**config.mk**
```make
export PLATFORM = sky130hd
export DESIGN_NAME = ctrl_sequencer
export DESIGN_NICKNAME = d
export VERILOG_FILES = /design/src/rtl/ctrl_pkg.sv /design/src/rtl/ctrl_decode.sv /design/src/rtl/ctrl_sequencer.sv
export SDC_FILE = /design/constraint.sdc
export NUM_CORES = 1
export LEC_CHECK = 0
export ABC_CLOCK_PERIOD_IN_PS = 5850
export CAP_MARGIN = 40
export CORE_ASPECT_RATIO = 1.1
export CORE_MARGIN = 1
export CORE_UTILIZATION = 48
export CTS_CLUSTER_DIAMETER = 150
export DETAILED_ROUTE_END_ITERATION = 7
export HOLD_SLACK_MARGIN = 0.02
export PLACE_DENSITY = 0.93
export SETUP_SLACK_MARGIN = 0.15
export SLEW_MARGIN = 20
export SYNTH_ARGS = -nofsm -noshare
export SYNTH_HDL_FRONTEND = slang
export SYNTH_SLANG_ARGS = --single-unit
```
**constraint.sdc**
```tcl
create_clock -name CLK -period 5.85 [get_ports CLK]
set_input_delay 0.585 -clock CLK [delete_from_list [all_inputs] [get_ports CLK]]
set_output_delay 0.585 -clock CLK [all_outputs]
set_load 0.05 [all_outputs]
```
**src/rtl/ctrl_pkg.sv**
```systemverilog
// Shared definitions for the control sequencer: opcodes, FSM states,
// instruction field positions and the idle datapath control word.
package ctrl_pkg;

    typedef enum logic [2:0] {
        S_FETCH     = 3'd0,
        S_DECODE    = 3'd1,
        S_FETCH_EXT = 3'd2,
        S_EXEC      = 3'd3,
        S_MEM_WAIT  = 3'd4,
        S_HALT      = 3'd5
    } state_e;

    localparam logic [3:0] OPC_NOP  = 4'd0;
    localparam logic [3:0] OPC_ALU  = 4'd1;
    localparam logic [3:0] OPC_ALUI = 4'd2;
    localparam logic [3:0] OPC_LD   = 4'd3;
    localparam logic [3:0] OPC_ST   = 4'd4;
    localparam logic [3:0] OPC_JMP  = 4'd5;
    localparam logic [3:0] OPC_JC   = 4'd6;
    localparam logic [3:0] OPC_JZ   = 4'd7;
    localparam logic [3:0] OPC_HALT = 4'd8;

    localparam int OPC_HI  = 31;
    localparam int OPC_LO  = 28;
    localparam int ALUC_HI = 27;
    localparam int ALUC_LO = 24;
    localparam int C_HI    = 23;
    localparam int C_LO    = 18;
    localparam int A_HI    = 17;
    localparam int A_LO    = 12;
    localparam int B_HI    = 11;
    localparam int B_LO    = 6;
    localparam int SH_HI   = 5;
    localparam int SH_LO   = 4;

    typedef struct packed {
        logic [5:0] sel_a;
        logic [5:0] sel_b;
        logic [5:0] c_sel;
        logic [3:0] aluc;
        logic [1:0] shift;
        logic       kmx;
        logic       mw;
        logic       mr;
        logic       cy;
    } ctrl_word_t;

    localparam ctrl_word_t CTRL_IDLE = '0;

    // ALUI, LD, ST and the three jumps carry an extension word.
    function automatic logic is_two_word(input logic [3:0] opc);
        return (opc >= OPC_ALUI) && (opc <= OPC_JZ);
    endfunction

    function automatic logic is_illegal(input logic [3:0] opc);
        return opc > OPC_HALT;
    endfunction

endpackage

```
**src/rtl/ctrl_decode.sv**
```systemverilog
// Combinational decode of the latched instruction, extension word and FSM
// state into the datapath control word, K constant and data-memory address.
module ctrl_decode
    import ctrl_pkg::*;
#(
    parameter int PC_W = 10,
    parameter int IW   = 32,
    parameter int DW   = 16
) (
    input  state_e            state_i,
    input  logic [IW-1:0]     ir_i,
    input  logic [IW-1:0]     ext_i,
    input  logic              cf_i,
    input  logic              mem_rdy_i,
    output ctrl_word_t        ctrl_o,
    output logic [DW-1:0]     k_o,
    output logic [PC_W-1:0]   mem_addr_o,
    output logic              illegal_o
);

    localparam int EXT_W = (DW > PC_W) ? DW : PC_W;

    logic [3:0] opc;
    logic [3:0] fld_aluc;
    logic [5:0] fld_c;
    logic [5:0] fld_a;
    logic [5:0] fld_b;
    logic [1:0] fld_sh;
    logic       unused_bits;

    assign opc      = ir_i[OPC_HI:OPC_LO];
    assign fld_aluc = ir_i[ALUC_HI:ALUC_LO];
    assign fld_c    = ir_i[C_HI:C_LO];
    assign fld_a    = ir_i[A_HI:A_LO];
    assign fld_b    = ir_i[B_HI:B_LO];
    assign fld_sh   = ir_i[SH_HI:SH_LO];

    assign unused_bits = ^{ir_i[SH_LO-1:0], ext_i[IW-1:EXT_W]};

    always_comb begin
        ctrl_o     = CTRL_IDLE;
        k_o        = '0;
        mem_addr_o = '0;
        illegal_o  = 1'b0;
        case (state_i)
            S_DECODE: illegal_o = is_illegal(opc);
            S_EXEC, S_MEM_WAIT: begin
                case (opc)
                    OPC_ALU, OPC_ALUI: begin
                        ctrl_o.sel_a = fld_a;
                        ctrl_o.sel_b = fld_b;
                        ctrl_o.c_sel = fld_c;
                        ctrl_o.aluc  = fld_aluc;
                        ctrl_o.shift = fld_sh;
                        ctrl_o.cy    = cf_i;
                        if (opc == OPC_ALUI) begin
                            ctrl_o.kmx = 1'b1;
                            k_o        = ext_i[DW-1:0];
                        end
                    end
                    // A load only commits to the register bank in the
                    // cycle the memory reports its data ready.
                    OPC_LD: begin
                        ctrl_o.mr  = 1'b1;
                        mem_addr_o = ext_i[PC_W-1:0];
                        if (mem_rdy_i) begin
                            ctrl_o.c_sel = fld_c;
                        end
                    end
                    OPC_ST: begin
                        ctrl_o.mw    = 1'b1;
                        ctrl_o.sel_a = fld_a;
                        mem_addr_o   = ext_i[PC_W-1:0];
                    end
                    default: ;
                endcase
            end
            default: ;
        endcase
    end

endmodule

```
**src/rtl/ctrl_sequencer.sv**
```systemverilog
// Fetch/decode/execute sequencer: owns the FSM, program counter, instruction
// and extension registers and the carry/zero flags; decode is delegated.
module ctrl_sequencer
    import ctrl_pkg::*;
#(
    parameter int PC_W = 10,
    parameter int IW   = 32,
    parameter int DW   = 16
) (
    input  logic            CLK,
    input  logic            RST_N,
    output logic [PC_W-1:0] PC,
    output logic            IMEM_REQ,
    input  logic            IMEM_ACK,
    input  logic [IW-1:0]   IMEM_DATA,
    input  logic [DW-1:0]   W_IN,
    input  logic            CY_FROM_ALU,
    input  logic            MEM_RDY,
    output logic [5:0]      SEL_A_RB,
    output logic [5:0]      SEL_B_RB,
    output logic [5:0]      C_SEL_RB,
    output logic [3:0]      ALUC,
    output logic [1:0]      SHIFTER_SEL,
    output logic            Y_X_KMX_SEL,
    output logic [DW-1:0]   K_OUT,
    output logic [PC_W-1:0] MEM_ADDR,
    output logic            MW,
    output logic            MR,
    output logic            CY_TO_ALU,
    output logic            HALTED,
    output logic            ILLEGAL
);

    state_e          state_q, state_d;
    logic [PC_W-1:0] pc_q, pc_d;
    logic [IW-1:0]   ir_q, ir_d;
    logic [IW-1:0]   ext_q, ext_d;
    logic            cf_q, cf_d;
    logic            zf_q, zf_d;
    logic [3:0]      opc;
    logic [PC_W-1:0] pc_inc;
    logic [PC_W-1:0] target;
    ctrl_word_t      ctrl;

    assign opc    = ir_q[OPC_HI:OPC_LO];
    assign pc_inc = pc_q + PC_W'(1);
    assign target = ext_q[PC_W-1:0];

    always_ff @(posedge CLK or negedge RST_N) begin
        if (!RST_N) begin
            state_q <= S_FETCH;
            pc_q    <= '0;
            ir_q    <= '0;
            ext_q   <= '0;
            cf_q    <= 1'b0;
            zf_q    <= 1'b0;
        end else begin
            state_q <= state_d;
            pc_q    <= pc_d;
            ir_q    <= ir_d;
            ext_q   <= ext_d;
            cf_q    <= cf_d;
            zf_q    <= zf_d;
        end
    end

    always_comb begin
        state_d = state_q;
        pc_d    = pc_q;
        ir_d    = ir_q;
        ext_d   = ext_q;
        cf_d    = cf_q;
        zf_d    = zf_q;
        case (state_q)
            S_FETCH: begin
                if (IMEM_ACK) begin
                    ir_d    = IMEM_DATA;
                    pc_d    = pc_inc;
                    state_d = S_DECODE;
                end
            end
            S_DECODE: begin
                if (opc == OPC_HALT) begin
                    state_d = S_HALT;
                end else if (is_two_word(opc)) begin
                    state_d = S_FETCH_EXT;
                end else begin
                    state_d = S_EXEC;
                end
            end
            S_FETCH_EXT: begin
                if (IMEM_ACK) begin
                    ext_d   = IMEM_DATA;
                    pc_d    = pc_inc;
                    state_d = S_EXEC;
                end
            end
            S_EXEC: begin
                state_d = S_FETCH;
                case (opc)
                    OPC_ALU, OPC_ALUI: begin
                        cf_d = CY_FROM_ALU;
                        zf_d = (W_IN == '0);
                    end
                    OPC_LD, OPC_ST: begin
                        if (!MEM_RDY) begin
                            state_d = S_MEM_WAIT;
                        end
                    end
                    OPC_JMP: pc_d = target;
                    OPC_JC:  if (cf_q) pc_d = target;
                    OPC_JZ:  if (zf_q) pc_d = target;
                    default: ;
                endcase
            end
            S_MEM_WAIT: begin
                if (MEM_RDY) begin
                    state_d = S_FETCH;
                end
            end
            S_HALT: state_d = S_HALT;
            default: state_d = S_FETCH;
        endcase
    end

    ctrl_decode #(
        .PC_W (PC_W),
        .IW   (IW),
        .DW   (DW)
    ) u_decode (
        .state_i    (state_q),
        .ir_i       (ir_q),
        .ext_i      (ext_q),
        .cf_i       (cf_q),
        .mem_rdy_i  (MEM_RDY),
        .ctrl_o     (ctrl),
        .k_o        (K_OUT),
        .mem_addr_o (MEM_ADDR),
        .illegal_o  (ILLEGAL)
    );

    // The request is gated by reset so it is low while the FSM is held in FETCH.
    assign IMEM_REQ    = RST_N && ((state_q == S_FETCH) || (state_q == S_FETCH_EXT));
    assign PC          = pc_q;
    assign HALTED      = (state_q == S_HALT);
    assign SEL_A_RB    = ctrl.sel_a;
    assign SEL_B_RB    = ctrl.sel_b;
    assign C_SEL_RB    = ctrl.c_sel;
    assign ALUC        = ctrl.aluc;
    assign SHIFTER_SEL = ctrl.shift;
    assign Y_X_KMX_SEL = ctrl.kmx;
    assign MW          = ctrl.mw;
    assign MR          = ctrl.mr;
    assign CY_TO_ALU   = ctrl.cy;

endmodule

```
==> results by group <==
Drt
  • Via Count: 2760
  • Starting DRT DRC Count: roughly 250
  • Drt pass-1 iters: 4
  • Antenna Violating Nets Remaining: 0
  • Routed wire length: roughly 8500 µm
  • Avg WL per Cell: 17.2 µm
  • Routed vias/inst: ~5.6
  • Drt drc: 0

STA
  • Post-Route Skew: about 0.0050 ns
  • Fin crit period: around 3.9 ns
  • Worst slew margin: 41.7%
  • Crit path setup slack, layout: between 1.5 and 2 ns
  • Worst slew pin tran: 0.867 ns
  • Peak Freq: 0.253 GHz
  • RSZ-0062 raised after global routing: false
  • Final Slew Violations: 0
  • Final setup fails: 0
  • Setup tns final: 0 ns
  • Min Hold Slack: between 0.4 and 0.5 ns
  • Final hold viol count: 0
  • Fin crit share: between 60 and 70%

Die
  • Chip Height: around 89 µm
  • Initial Utilization: around half
  • Die area: 7140 µm²
  • Ports: 120
  • Die X: 80.6 µm
  • FP Rows: 31
  • Core box area: around 6600 µm²

Critical path
  • CP startpoint kind: register
  • Worst setup EP type: output pin
  • CP Buf/Inv Count: 1
  • Crit path largest cell delay: slightly below 0.9 ns
  • CP Max Fanout: 17
  • Reg2reg end: PC[4]$_DFFE_PN0P_
  • Crit path to: K_OUT[2]
  • Req. time, crit path: 5.27 ns
  • Slowest stage cell, crit path: a2111oi_4
  • Worst endpoint data arrival time: 3.36 ns
  • Reg2reg path depth: 4
  • Crit. Startpoint: state_q[0]$_DFFE_PN0P_
  • CP Depth: 4
  • Critical path cell sequence: nand3b_1, a2111oi_4, and2_1, clkdlybuf4s50_1
  • Worst reg2reg setup slack: about 3.2 ns
  • Worst r2r src: state_q[0]$_DFFE_PN0P_
  • Top delay family on crit path: compound AO/OA/AOI/OAI gates
  • Critical path class: reg2out

Clocking
  • Clock sink count: between 50 and 60
  • Post-CTS resize count: 0
  • Clk slew on worst S/H paths: 0.07 ns
  • Clock root buffer: clkbuf_8
  • Clk Latency, worst-skew pair: 0.33 ns
  • CTS Buffer Depth: 2
  • H-tree depth: 3
  • CTS tree: yes
  • CTS Buf Count: 9
  • Total setup buffers inserted after CTS: 0
  • Hold Buf Count CTS: 0

Synthesis
  • Largest cells by area after synthesis: dfrtp_1 45%, mux2_2 14%, and2_1 7.7%
  • Number of flops mapped to enable cells by yosys: 0
  • Post-synth ARST share: 100%
  • Sequential share of the synthesized area: 45.2%
  • Syn. warnings: 0
  • FF+latch count, synth: slightly below 60
  • Post-synth top area cell: dfrtp_1
  • Mapped cell area: about 3300 µm²
  • Post-synthesis cell type count: 59
  • Mapped Nets: roughly 350
  • Top cell type's share of synthesized area: a little under half
  • Synth Instances: just under 300
  • Avg Inst Size Synth: about 11 µm²
  • Primary FF master, synth: dfrtp_1

Finish
  • Syn-to-layout area delta: 44.4%
  • Commonest non-fill, non-tap cell in the layout: clkdlybuf4s50_1
  • Non-filler instance count after layout: roughly 490
  • N_diodes: 0
  • Ratio of cells with drive above 1 in the final layout: approximately 17%
  • Core Util, Final: between 70% and 80%
  • Final #Nets: roughly 460
  • Most frequent cells in the layout: 118 x clkdlybuf4s50_1, 59 x dfrtp_1, 41 x mux2_2
  • Fill count: approximately 490

Global routing
  • First-pass GRT wire length: about 13000 µm
  • Largest net degree at the start of global routing: 61
  • Total grt overflow: 0
  • Initial antenna violation count: 0
  • Number of global-route vias before repair: approximately 2600
  • GRT Overall Usage: 25.3%

Placement
  • Inst Count DP: between 400 and 500
  • GPL Wtd Cong: ~0.81
  • Pre-CTS setup slack: about 2.3 ns
  • IO Port Bufs: roughly 120
  • Post-DP HPWL: about 6000 µm

Run status
  • Outcome: finished, final reports clean

Pwr
  • Maximum VDD drop: approximately 0.00025 V
  • Leak: about 1.9 nW
  • PwrDens: ~500 nW/µm²

Worst hold path
  • Min-Delay Path Class: in2async

Job
  • MaxCap Viol Count: 0
where the power goes:
group / internal [mW] / total [mW] / leakage, nW / switching, mW
Combinational: 0.483 / 1.08 / 1.06 / 0.596
Clock: 0.262 / 0.419 / 0.113 / 0.157
Sequential: 0.605 / 0.838 / 0.691 / 0.232
sequential cells by signal, indices dropped and copies added (netlist names):
name	cells
ir_q	28
ext_q	16
PC	10
state_q	3
cf_q	1
zf_q	1
kinds of logic (layout without fill, tap and decap cells):
group / Yosys count / count (layout) / synth area share, %
AND/OR/NAND/NOR: 117 / 117 / 22.9
adder cells (fa/ha/maj): 1 / 1 / 0.383
multiplexers: 44 / 44 / 15.2
flip-flops: 59 / 59 / 45.2
XOR/XNOR: 2 / 2 / 0.536
AO/OA/AOI/OAI: 41 / 41 / 11.6
buffers and inverters: 27 / 148 / 4.10
worst register-to-register path, delay by kind of cell (launching register included):
family | cells | cell delay (ns)
compound gates | 1 | 0.24
simple gates | 2 | 1.27
flops | 1 | 0.62
buf+inv | 1 | 0.32
cell type report:
type	instances	area [µm²]	area share, %
clock buffers	12	155	3.29
clock inverters	4	72.6	1.54
inverters	10	37.5	0.796
multi-input cells	205	1660	35.1
flip-flops and latches	59	1480	31.3
well taps	82	103	2.18
repair buffers	122	1220	25.8
per-stage QoR:
stage / cell area, µm² / power, mW
floorplan: 3270 / 1.59
global placement: 4470 / 1.86
detailed placement: 4490 / 1.91
CTS: 4720 / 2.34
global route: 4720 / 2.48
finish: 4720 / 2.34
worst min path at each step:
stage                     depth (start not counted)             endpoint  slack (ns)
after floorplan                                   0    PC[0]$_DFFE_PN0P_        0.29
after global placement                            1  ir_q[5]$_DFFE_PN0P_        0.48
after detailed placement                          1  ir_q[4]$_DFFE_PN0P_        0.49
after CTS                                         2     zf_q$_DFFE_PN0P_        0.42
after global routing                              2    PC[6]$_DFFE_PN0P_        0.46
final                                             2    PC[6]$_DFFE_PN0P_        0.40
metal layers:
layer  vias to the layer above  wire length (µm)  track usage (%)
met1                      1344              3470             31.5
met3                        15               539             6.08
li1                       1306                 -                -
met5                         -                 0                0
met4                         0               167             10.4
met2                        95              4320             42.1
cell usage after synthesis (3+ instances only):
master and n:
mux2_2 41, nor2_1 5, nand2_1 9, nor3b_1 8, buf_4 3, nand4b_1 4
nand2b_1 6, buf_2 4, nor3_1 7, o41a_1 4, clkbuf_1 5, o211ai_1 3
o21ai_0 9, dfrtp_1 59, o221ai_1 6, and2_1 40, inv_1 10, nand4_1 3
nand3b_1 3, nor4_1 4, nor2b_1 3, nand3_1 9
(Power assumes the default switching activity.)
